### config.mk
export PLATFORM = sky130hd
export DESIGN_NAME = rram_access_seq
export DESIGN_NICKNAME = d
export VERILOG_FILES = /design/src/rtl/rram_access_seq.sv
export SDC_FILE = /design/constraint.sdc
export NUM_CORES = 1
export LEC_CHECK = 0
export BUFFER_PORTS_ARGS = -buffer_cell sky130_fd_sc_hd__buf_2
export CAP_MARGIN = 20
export CELL_PAD_IN_SITES_DETAIL_PLACEMENT = 1
export CELL_PAD_IN_SITES_GLOBAL_PLACEMENT = 1
export CORE_UTILIZATION = 30
export CTS_CLUSTER_DIAMETER = 120
export DETAILED_ROUTE_END_ITERATION = 8
export PLACE_DENSITY = 0.84
export SETUP_SLACK_MARGIN = 0.2
export SYNTH_ARGS = -nofsm -noshare
export SYNTH_HDL_FRONTEND = slang
export SYNTH_SLANG_ARGS = --single-unit
### constraint.sdc
create_clock -name CLK -period 2.4 [get_ports CLK]
set_input_delay 0.12 -clock CLK [delete_from_list [all_inputs] [get_ports CLK]]
set_output_delay 0.12 -clock CLK [all_outputs]
set_load 0.05 [all_outputs]
### src/rtl/rram_access_seq.sv
// rram_access_seq: one-command-at-a-time access sequencer for the rram_simu
// crossbar model. It drives the WL/BL/SL selects, precharge, CSA and ADC
// controls through timed phases and captures the sense results into a response.
// Optional write-verify pass: define RRAM_SEQ_VERIFY_EN.
module rram_access_seq #(
  parameter int unsigned T_PRE = 4,
  parameter int unsigned T_DEV = 8,
  parameter int unsigned T_ADC = 16,
  parameter int unsigned T_WR  = 20,
  parameter int unsigned CNT_W = 8
) (
  input  logic        CLK,
  input  logic        RST,
  input  logic        CMD_VALID,
  output logic        CMD_READY,
  input  logic [1:0]  CMD_OP,
  input  logic [15:0] CMD_WL,
  input  logic [15:0] CMD_BL,
  output logic        RSP_VALID,
  input  logic        RSP_READY,
  output logic        RSP_ERR,
  output logic        RSP_VERIFY_OK,
  output logic [15:0] RSP_CSA,
  output logic [15:0] RSP_ADC0,
  output logic [15:0] RSP_ADC1,
  output logic [15:0] RSP_ADC2,
  output logic        ENABLE_WL,
  output logic        ENABLE_BL,
  output logic        ENABLE_SL,
  output logic        ENABLE_CSA,
  output logic        ENABLE_ADC,
  output logic        PRE,
  output logic        SAEN_CSA,
  output logic [1:0]  CLK_EN_ADC,
  output logic [15:0] IN0_WL,
  output logic [15:0] IN0_BL,
  output logic [15:0] IN0_SL,
  output logic [15:0] IN1_WL,
  output logic [15:0] IN1_BL,
  output logic [15:0] IN1_SL,
  input  logic [15:0] CSA,
  input  logic [15:0] ADC_OUT0,
  input  logic [15:0] ADC_OUT1,
  input  logic [15:0] ADC_OUT2
);

  typedef enum logic [3:0] {
    S_IDLE, S_SETUP, S_PRECHG, S_DEVELOP, S_SENSE,
    S_CONVERT, S_CAPTURE, S_PULSE, S_RESP
  } state_e;

  typedef enum logic [1:0] {
    OP_READ  = 2'b00,
    OP_SET   = 2'b01,
    OP_RESET = 2'b10,
    OP_ILL   = 2'b11
  } op_e;

  localparam logic [CNT_W-1:0] PRE_LD = CNT_W'(T_PRE - 1);
  localparam logic [CNT_W-1:0] DEV_LD = CNT_W'(T_DEV - 1);
  localparam logic [CNT_W-1:0] ADC_LD = CNT_W'(T_ADC - 1);
  localparam logic [CNT_W-1:0] WR_LD  = CNT_W'(T_WR - 1);

  state_e           state_q, state_d;
  logic [CNT_W-1:0] cnt_q, cnt_d;
  logic             rdy_q;
  logic             ver_q, ver_d;
  op_e              op_q;
  logic [15:0]      wl_q, bl_q;
  logic             err_q;
  logic [15:0]      rsp_csa_q, rsp_adc0_q, rsp_adc1_q, rsp_adc2_q;
  logic             accept, capture, cmd_bad;
  logic             drive_on, rd_mode;

  // Next-state and phase counter: counter is loaded on phase entry, phase ends at 0
  always_comb begin
    state_d = state_q;
    cnt_d   = cnt_q;
    ver_d   = ver_q;
    accept  = 1'b0;
    capture = 1'b0;
    cmd_bad = (CMD_OP == OP_ILL) || (CMD_WL == '0);
    unique case (state_q)
      S_IDLE: begin
        if (CMD_VALID && rdy_q) begin
          accept  = 1'b1;
          ver_d   = 1'b0;
          state_d = cmd_bad ? S_RESP : S_SETUP;
        end
      end
      S_SETUP: begin
        if (op_q == OP_READ || ver_q) begin
          state_d = S_PRECHG;
          cnt_d   = PRE_LD;
        end else begin
          state_d = S_PULSE;
          cnt_d   = WR_LD;
        end
      end
      S_PRECHG: begin
        if (cnt_q == '0) begin
          state_d = S_DEVELOP;
          cnt_d   = DEV_LD;
        end else begin
          cnt_d = cnt_q - CNT_W'(1);
        end
      end
      S_DEVELOP: begin
        if (cnt_q == '0) state_d = S_SENSE;
        else             cnt_d   = cnt_q - CNT_W'(1);
      end
      S_SENSE: begin
        state_d = S_CONVERT;
        cnt_d   = ADC_LD;
      end
      S_CONVERT: begin
        if (cnt_q == '0) state_d = S_CAPTURE;
        else             cnt_d   = cnt_q - CNT_W'(1);
      end
      S_CAPTURE: begin
        capture = 1'b1;
        state_d = S_RESP;
      end
      S_PULSE: begin
        if (cnt_q == '0) begin
`ifdef RRAM_SEQ_VERIFY_EN
          // Write-verify reuses the read phases; ver_q forces read encoding in SETUP
          ver_d   = 1'b1;
          state_d = S_SETUP;
`else
          state_d = S_RESP;
`endif
        end else begin
          cnt_d = cnt_q - CNT_W'(1);
        end
      end
      S_RESP: begin
        if (RSP_READY) state_d = S_IDLE;
      end
      default: state_d = S_IDLE;
    endcase
  end

  // State, counter, latched command and response registers
  always_ff @(posedge CLK) begin
    if (RST) begin
      state_q    <= S_IDLE;
      cnt_q      <= '0;
      rdy_q      <= 1'b0;
      ver_q      <= 1'b0;
      op_q       <= OP_READ;
      wl_q       <= '0;
      bl_q       <= '0;
      err_q      <= 1'b0;
      rsp_csa_q  <= '0;
      rsp_adc0_q <= '0;
      rsp_adc1_q <= '0;
      rsp_adc2_q <= '0;
    end else begin
      state_q <= state_d;
      cnt_q   <= cnt_d;
      // Registered so ready stays low throughout reset and rises one edge after release
      rdy_q   <= (state_d == S_IDLE);
      ver_q   <= ver_d;
      if (accept) begin
        op_q       <= op_e'(CMD_OP);
        wl_q       <= CMD_WL;
        bl_q       <= CMD_BL;
        err_q      <= cmd_bad;
        rsp_csa_q  <= '0;
        rsp_adc0_q <= '0;
        rsp_adc1_q <= '0;
        rsp_adc2_q <= '0;
      end
      if (capture) begin
        rsp_csa_q  <= CSA;
        rsp_adc0_q <= ADC_OUT0;
        rsp_adc1_q <= ADC_OUT1;
        rsp_adc2_q <= ADC_OUT2;
      end
    end
  end

`ifdef RRAM_SEQ_VERIFY_EN
  logic vok_q;

  // Verify verdict: every selected bit line must read 1 after SET, 0 after RESET
  always_ff @(posedge CLK) begin
    if (RST) begin
      vok_q <= 1'b0;
    end else if (accept) begin
      vok_q <= 1'b0;
    end else if (capture) begin
      vok_q <= ver_q && ((op_q == OP_SET) ? ((CSA & bl_q) == bl_q)
                                          : ((CSA & bl_q) == '0));
    end
  end

  assign RSP_VERIFY_OK = vok_q;
`else
  assign RSP_VERIFY_OK = 1'b0;
`endif

  // Array drives decode from state and the latched command only
  always_comb begin
    drive_on = (state_q == S_SETUP)   || (state_q == S_PRECHG)  ||
               (state_q == S_DEVELOP) || (state_q == S_SENSE)   ||
               (state_q == S_CONVERT) || (state_q == S_PULSE);
    rd_mode  = (op_q == OP_READ) || ver_q;

    ENABLE_WL  = drive_on;
    ENABLE_BL  = drive_on;
    ENABLE_SL  = drive_on;
    IN0_WL     = drive_on ? wl_q : '0;
    IN0_BL     = drive_on ? bl_q : '0;
    IN0_SL     = '0;
    IN1_WL     = '0;
    IN1_BL     = (drive_on && !rd_mode && op_q == OP_SET)   ? bl_q : '0;
    IN1_SL     = (drive_on && !rd_mode && op_q == OP_RESET) ? bl_q : '0;
    PRE        = (state_q == S_PRECHG);
    ENABLE_CSA = (state_q == S_SENSE);
    SAEN_CSA   = (state_q == S_SENSE);
    ENABLE_ADC = (state_q == S_CONVERT);
    CLK_EN_ADC = {(state_q == S_CONVERT) && (cnt_q == '0), state_q == S_CONVERT};
  end

  assign CMD_READY = rdy_q;
  assign RSP_VALID = (state_q == S_RESP);
  assign RSP_ERR   = err_q;
  assign RSP_CSA   = rsp_csa_q;
  assign RSP_ADC0  = rsp_adc0_q;
  assign RSP_ADC1  = rsp_adc1_q;
  assign RSP_ADC2  = rsp_adc2_q;

endmodule

# ---- Word-level counts from Yosys, hierarchy flattened
# Index checks and enable logic that the tools add are counted.
dict set report word_totals {
  regBits 112
  out_inout_bits 173
  word_cells 70
}
dict set report op_classes {
  addsub 1
  eq_ne 12
  n_mux 25
  n_reduce_logical 21
}
# cell count
set op_table {}
lappend op_table {{$mux W16} 9}
lappend op_table {{$pmux W4 S9} 1}
lappend op_table {{$pmux W8 S4} 1}
lappend op_table {{$mux W4} 7}
lappend op_table {{$eq A4 B3 Y1 const B} 4}
lappend op_table {{$logic_not A16 Y1} 1}
lappend op_table {{$mux W8} 2}
lappend op_table {{$eq A4 B2 Y1 const B} 2}
lappend op_table {{$logic_not A4 Y1} 2}
lappend op_table {{$logic_not A8 Y1} 1}
lappend op_table {{$sub A8 B1 Y8 const B} 1}
lappend op_table {{$logic_or A1 B1 Y1} 6}
lappend op_table {{$logic_and A1 B1 Y1} 5}
lappend op_table {{$mux W5} 1}
lappend op_table {{$eq A2 B2 Y1 const B} 2}
lappend op_table {{$eq A4 B1 Y1 const B} 1}
lappend op_table {{$eq A4 B4 Y1 const B} 1}
lappend op_table {{$reduce_bool A4 Y1} 1}
lappend op_table {{$mux W1} 3}
lappend op_table {{$mux W3} 1}
lappend op_table {{$reduce_or A3 Y1} 1}
lappend op_table {{$eq A2 B1 Y1 const B} 1}
lappend op_table {{$logic_not A2 Y1} 1}
lappend op_table {{$ne A2 B2 Y1 const B} 1}
lappend op_table {{3 further kinds} 3}

# ---- Longest topological paths before layout
# Gate-level depths: netlist of the first run.
dict set report logic_depth {
  ltp_word 9
  ltp_mapped 7
  mapped_depth_nobuf 7
}

# ---- Worst setup path before layout of the first run
# OpenSTA, ideal clock, no wires.
dict set report synth_timing {
  kind {reg2out}
  startpoint {register state_q[0]}
  endpoint {output IN1_BL[15]}
  t_arrival_ns 2.133
  required_time_ns 2.280
  path_slack_ns 0.147
  stages_incl_launch_ff 7
  path_cell_list {dfxtp_1 buf_2 inv_1 a31oi_1 buf_2 nand2_1 nor2_1}
}
dict set report synth_between {
  elab_chain_cells 9
  elab_cells_between_ends 14
}
# item line
set synth_lines {}
lappend synth_lines {{start: declaration} 64} ;# state_e state_q, state_d;
lappend synth_lines {{start signal: assignment} 160} ;# state_q <= state_d;
lappend synth_lines {{$eq A4 B1 Y1 / $eq A4 B2 Y1 (equally long branches)} 206} ;# drive_on = (state_q == S_SETUP) || (state_q == S_PRECHG) ||
lappend synth_lines {{$logic_or A1 B1 Y1 (2 in a row)} 206}
lappend synth_lines {{$logic_or A1 B1 Y1 (2 in a row)} 207} ;# (state_q == S_DEVELOP) || (state_q == S_SENSE) ||
lappend synth_lines {{$logic_or A1 B1 Y1 *} 208} ;# (state_q == S_CONVERT) || (state_q == S_PULSE);
lappend synth_lines {{named net ENABLE_BL} 28} ;# output logic ENABLE_BL,
lappend synth_lines {{$logic_and A1 B1 Y1 * (2 in a row)} 218} ;# IN1_BL = (drive_on && !rd_mode && op_q == OP_SET) ? bl_q : '0;
lappend synth_lines {{$mux W16 *} 218}
lappend synth_lines {{end: declaration} 39} ;# output logic [15:0] IN1_BL,
# The timed path passes the listed nets; every way through them passes the cells marked *.

# ---- Final worst setup path of the first run
dict set report layout_timing {
  startpoint {register state_q[1]}
  endpoint {output IN0_WL[0]}
}
dict set report layout_between {
  elab_chain_cells 7
  elab_cells_between_ends 12
}
# item line
set layout_lines {}
lappend layout_lines {{$eq A4 B1 Y1 / $eq A4 B2 Y1 (equally long branches)} 206}
lappend layout_lines {{$logic_or A1 B1 Y1 (2 in a row)} 206}
lappend layout_lines {{$logic_or A1 B1 Y1 (2 in a row)} 207}
lappend layout_lines {{$logic_or A1 B1 Y1 *} 208}
lappend layout_lines {{$mux W16 *} 214} ;# IN0_WL = drive_on ? wl_q : '0;
lappend layout_lines {{end: declaration} 35} ;# output logic [15:0] IN0_WL,
# Every way passes the cells marked *; elsewhere a longest branch is shown, timed or not.

==> flow_metrics.tcl, run 1 <==
set metrics [dict create \
    status "complete, no violations" \
    grt_use_total_pct 20.7 \
    post-place-cells 1111 \
    die_height_um 133 \
    num_rows 47 \
    io_pins 275 \
    maxCapViolCount 0 \
    synth_cell_types 47 \
    power_leakage_nw 3.30 \
    period_needed_ns 2.10 \
    die-area_um2 17600 \
    seq_area_um2 2240 \
    post-route-period-util_pct 87.4 \
    grt_pass1_wl_um 29300 \
    final_common_cell "buf_2" \
    finalNetCount 1048 \
    drc 0 \
    finalSetupViolations 0 \
    rsz0062_at_grt "false" \
    worstSetupEndpointType "output port" \
    synth_sequential_area_ratio_pct 43.8 \
    core_area_um2 16600 \
    synthesis.instances 692 \
    layout-drive-gt1-share_pct 30.3 \
    wl_per_cell_um 15.8 \
    crit_fanout 17 \
    ys.flop_type "dfxtp_1" \
    synth_top_area_share_pct 43.8 \
    ys_seq_elements 112 \
    cp.required_ns 2.28 \
    p_per_area_nw_per_um2 796 \
    stdcell_count 1170 \
    fmax_ghz 0.476 \
    synth_area_um2 5120 \
    grt_max_degree 56 \
    ir_worst_vdd_v 0.000387 \
    dr.pass1.iters 4 \
    die_w_um 133 \
    synth_top_cell_by_area "dfxtp_1" \
    fin_tns_setup_ns 0 \
    gp_congestion 0.808 \
    dp_hpwl_um 12600 \
    crit_arrival_ns 1.98 \
    area_delta_synth_final_pct 40.8 \
    slew_violations 0 \
    clockBufferDepth 2 \
    fin_worst_skew_ns 0.00862 \
    cts_root_buffer "clkbuf_16" \
    syn_avg_cell_area_um2 7.40 \
    criticalPathCategory "flop to output port" \
    yosys_warnings 0 \
    nFillCells 2140 \
    path_clk_slew_ns 0.08 \
    drt_iter0_drc 229 \
    cts_tree "yes" \
    ant_nets 0 \
    worst-slew-pin-transition_ns 0.743 \
    detail_route.vias_per_cell 4.79 \
    port_buffers 241 \
    multi_input_area_um2 2450 \
    hp-class "primary input to flop" \
    routed_wl_um 18500 \
    cp-start-kind "flop" \
    routed-via-count 5599 \
    start_util_pct 30.8 \
    synth_edf_count 0 \
    grt.overflow.total 0 \
    cts_buffers 9 \
    clock_latency_ns 0.35 \
    clock-sinks 112 \
    synthArstFlopShare_pct 0 \
    hold_violations 0 \
    whs_ns 0.00530 \
    antenna_found_initial 1 \
    synth_area_leaders "dfxtp_1 (44%), nand2_1 (12%), a21oi_1 (10%)" \
    cts_max_level 3 \
    layout_common_cells "buf_2 (224), nand2_1 (157), dfxtp_1 (111)" \
    grt_pass1_vias 5828 \
    max_slew_margin_pct 50.5 \
]
-- cells in the mapped netlist, types with 4 or more instances --
library cell,n
a21oi_1,104
and2_1,18
buf_1,8
buf_2,11
buf_4,37
clkbuf_1,31
dfxtp_1,112
inv_1,22
nand2_1,157
nand2b_1,10
nand3_1,66
nand4_1,4
nor2_1,46
nor3_1,15
nor4_1,6
o21ai_0,7
-- repair_timing --
| item | in CTS | in global routing |
|---|---|---|
| endpoints found under the hold margin | 40 | 0 |
| gates cloned | 0 | 1 |
| resized for setup | 4 | 20 |
| buffers inserted | 0 | 1 |
| setup endpoints to repair | 3 | 48 |
| hold buffers | 40 | 0 |
| pin swaps | 0 | 1 |
-- registers in the layout, summed over array words and instances, names as in the netlist --
register and count:
RSP_ADC1 16, RSP_ADC2 16, state_q 4, bl_q 16, wl_q 16, RSP_CSA 16
op_q 2, RSP_ADC0 16, cnt_q 8, RSP_ERR 1, CMD_READY 1
-- where the power goes --
part,internal [mW],switching [mW],leakage (nW),total (mW)
Clock,0.796,0.692,0.142,1.49
Sequential,2.00,0.131,0.906,2.13
Combinational,0.696,1.42,2.26,2.12
Total,3.49,2.24,3.30,5.73
-- through the flow --
step	worst slack (ns)	utilization, %	area, um^2	total power [mW]
after global placement	0.487	38.5	6410	4.12
after detailed placement	0.447	38.5	6410	4.15
after CTS	0.183	42.8	7120	5.71
after global routing	0.206	43.3	7200	6.07
after floorplan	0.147	-	5240	3.66
final	0.301	43.3	7210	5.73
-- final timing paths --
path	start	to	slack, ns	cells after the start
setup / recovery	state_q[1]$_SDFF_PP0_	IN0_WL[0]	0.30	7
hold / removal	ADC_OUT0[3]	RSP_ADC0[3]$_SDFFE_PP0P_	0.005	3
setup reg to reg	state_q[3]$_SDFF_PP0_	RSP_CSA[2]$_SDFFE_PP0P_	0.45	5
hold reg to reg	wl_q[2]$_SDFFE_PP0P_	wl_q[2]$_SDFFE_PP0P_	0.45	2
-- worst max-delay path, cell delays in order (launching register included) --
cell       delay [ns]
dfxtp_1          0.37
buf_4            0.19
nand2b_1         0.17
a31oi_4          0.19
buf_4            0.15
clkbuf_16        0.15
and2_1           0.14
buf_2            0.26
-- cell families (layout without fill, tap and decap cells) --
group	count (synthesis)	in the layout	share of synthesized area (%)
xor+xnor	2	2	0.342
simple gates	333	333	29.7
compound gates	132	132	14.4
flops	112	112	43.8
other cells	1	34	0.0732
buf+inv	110	335	11.2
fa+ha+maj	2	2	0.489
-- area by class of cell --
| type | count | share of cell area (%) |
|---|---|---|
| Multi-Input combinational cell | 502 | 34.1 |
| Timing Repair Buffer | 297 | 25.7 |
| Clock inverter | 3 | 0.347 |
| Tap cell | 220 | 3.82 |
| Clock buffer | 13 | 3.75 |
| Inverter | 22 | 1.15 |
| Sequential cell | 112 | 31.1 |
| Antenna cell | 1 | 0.0347 |
-- layer usage --
layer	share of wire, %	global-route usage (%)	wire length, um
met1	41	23.9	7520
met2	49	36.3	9060
met3	6.8	5.06	1250
met4	3.4	9.20	619
met5	0.070	0	13
Note: power is estimated with default switching activity, not from simulation.
==> inputs of run 2 (changes only) <==
- CORE_ASPECT_RATIO: not set -> 0.5
==> flow_metrics.tcl, run 2 (same netlist as run 1, synthesis figures left out) <==
set metrics [dict create \
    nFillCells 2125 \
    antenna_found_initial 2 \
    worstSetupEndpointType "output port" \
    cts_max_level 3 \
    finalNetCount 1057 \
    cts_root_buffer "clkbuf_16" \
    cp.required_ns 2.28 \
    dp_hpwl_um 12000 \
    rsz0062_at_grt "true" \
    final_util_pct 44.3 \
    clock_latency_ns 0.36 \
    maxCapViolCount 0 \
    ant_nets 0 \
    crit_fanout 35 \
    core_area_um2 16500 \
    clock-sinks 112 \
    cts_tree "yes" \
    p_per_area_nw_per_um2 784 \
    num_rows 33 \
    drt_iter0_drc 273 \
    grt_pass1_wl_um 29000 \
    status "complete, no violations" \
    dr.pass1.iters 4 \
    max_stage_delay_ns 0.41 \
    clockBufferDepth 2 \
    detail_route.vias_per_cell 4.83 \
    power_leakage_nw 3.32 \
    grt_max_degree 100 \
    fin_worst_skew_ns 0.0112 \
    cts_buffers 9 \
    io_pins 275 \
    layout-drive-gt1-share_pct 29.9 \
    routed-via-count 5727 \
    start_util_pct 31.0 \
    die_height_um 94.4 \
    crit_arrival_ns 2.03 \
    grt_use_total_pct 20.5 \
    fin_tns_setup_ns 0 \
    die-area_um2 17600 \
    grt_pass1_vias 5780 \
    drc 0 \
    gp_congestion 0.851 \
    routed_wl_um 19000 \
    cts_setup_buffers 0 \
    ir_worst_vdd_v 0.000376 \
    fmax_ghz 0.465 \
    criticalPathCategory "flop to output port" \
    die_w_um 187 \
    wl_per_cell_um 16.0 \
    finalSetupViolations 0 \
    hold_violations 0 \
    slew_violations 0 \
    critPathSlowestCell "dfxtp_2" \
    max_slew_margin_pct 55.0 \
    grt.overflow.total 0 \
    post-route-period-util_pct 89.6 \
    port_buffers 241 \
    period_needed_ns 2.15 \
    layout_common_cells "buf_2 (212), nand2_1 (157), dfxtp_1 (108)" \
    final_common_cell "buf_2" \
    hp-class "primary input to flop" \
    area_delta_synth_final_pct 42.7 \
    cp-start-kind "flop" \
    worst-slew-pin-transition_ns 0.676 \
    worstPathCellList "nand2b_1 -> a31oi_2 -> buf_12 -> nand2_1 -> nor2_1 -> buf_2" \
    path_clk_slew_ns 0.08 \
]
-- run 2: cell types whose count changed in the layout (fill, tap and decap cells not counted), sizes merged --
cell / before / now
clkbuf: 24 / 21
clkinvlp: 1 / 0
buf: 246 / 240
inv: 22 / 25
clkinv: 2 / 3
dlygate4sd3: 40 / 55
-- run 2: path summary, 6_finish.rpt --
check / from / cells after the start / slack [ns] / endpoint
worst max-delay path: state_q[2]$_SDFF_PP0_ / 6 / 0.25 / IN1_SL[4]
worst min-delay path: CMD_BL[7] / 3 / 0.01 / bl_q[7]$_SDFFE_PP0P_
worst max register to register: cnt_q[0]$_SDFFE_PP0P_ / 7 / 0.34 / cnt_q[7]$_SDFFE_PP0P_
worst min register to register: wl_q[1]$_SDFFE_PP0P_ / 2 / 0.45 / wl_q[1]$_SDFFE_PP0P_
-- run 2: cell type report --
class	count	area, um^2	share of cell area [%]
multi-input cells	502	2440	33.4
flip-flops and latches	112	2250	30.8
repair buffers	306	1950	26.7
well taps	227	284	3.89
clock buffers	10	239	3.27
inverters	22	82.6	1.13
clock inverters	6	57.6	0.788
diodes	1	2.50	0.0342
-- run 2: repair_timing --
action,in CTS,in global routing
gates resized for setup,3,51
hold endpoints to repair,54,1
endpoints found under the setup margin,47,34
hold buffers,54,1
-- run 2: power by group --
part	leakage, nW	internal [mW]	switching [mW]
Clock	0.147	0.760	0.775
Sequential	0.909	2.00	0.145
Combinational	2.27	0.625	1.42
-- run 2: through the flow --
stage	worst slack, ns	power (mW)	cell area, um^2	hold slack (ns)	std cells
2_1_floorplan	0.147	3.66	5240	0.256	724
3_3_place_gp	0.515	4.06	6370	0.361	1114
3_5_place_dp	0.422	4.13	6370	0.368	1114
4_1_cts	0.240	5.74	7210	0.00110	1184
5_1_grt	0.116	6.06	7310	0.00248	1186
6_report	0.250	5.73	7310	0.0148	1186
-- run 2: metal layers --
metal	part of all wire, %	vias to the layer above	GRT usage, %
met5	0.042	-	0
met4	3.1	2	8.13
met3	4.4	43	4.79
met2	53	185	39.0
met1	39	2747	22.4
li1	-	2750	-
-- run 2: worst max-delay path: cells and delay by family, from the launching register on --
kind / cells / cell delay, ns
AND/OR/NAND/NOR: 3 / 0.50
flip-flops: 1 / 0.41
AO/OA/AOI/OAI: 1 / 0.24
buffers and inverters: 2 / 0.52
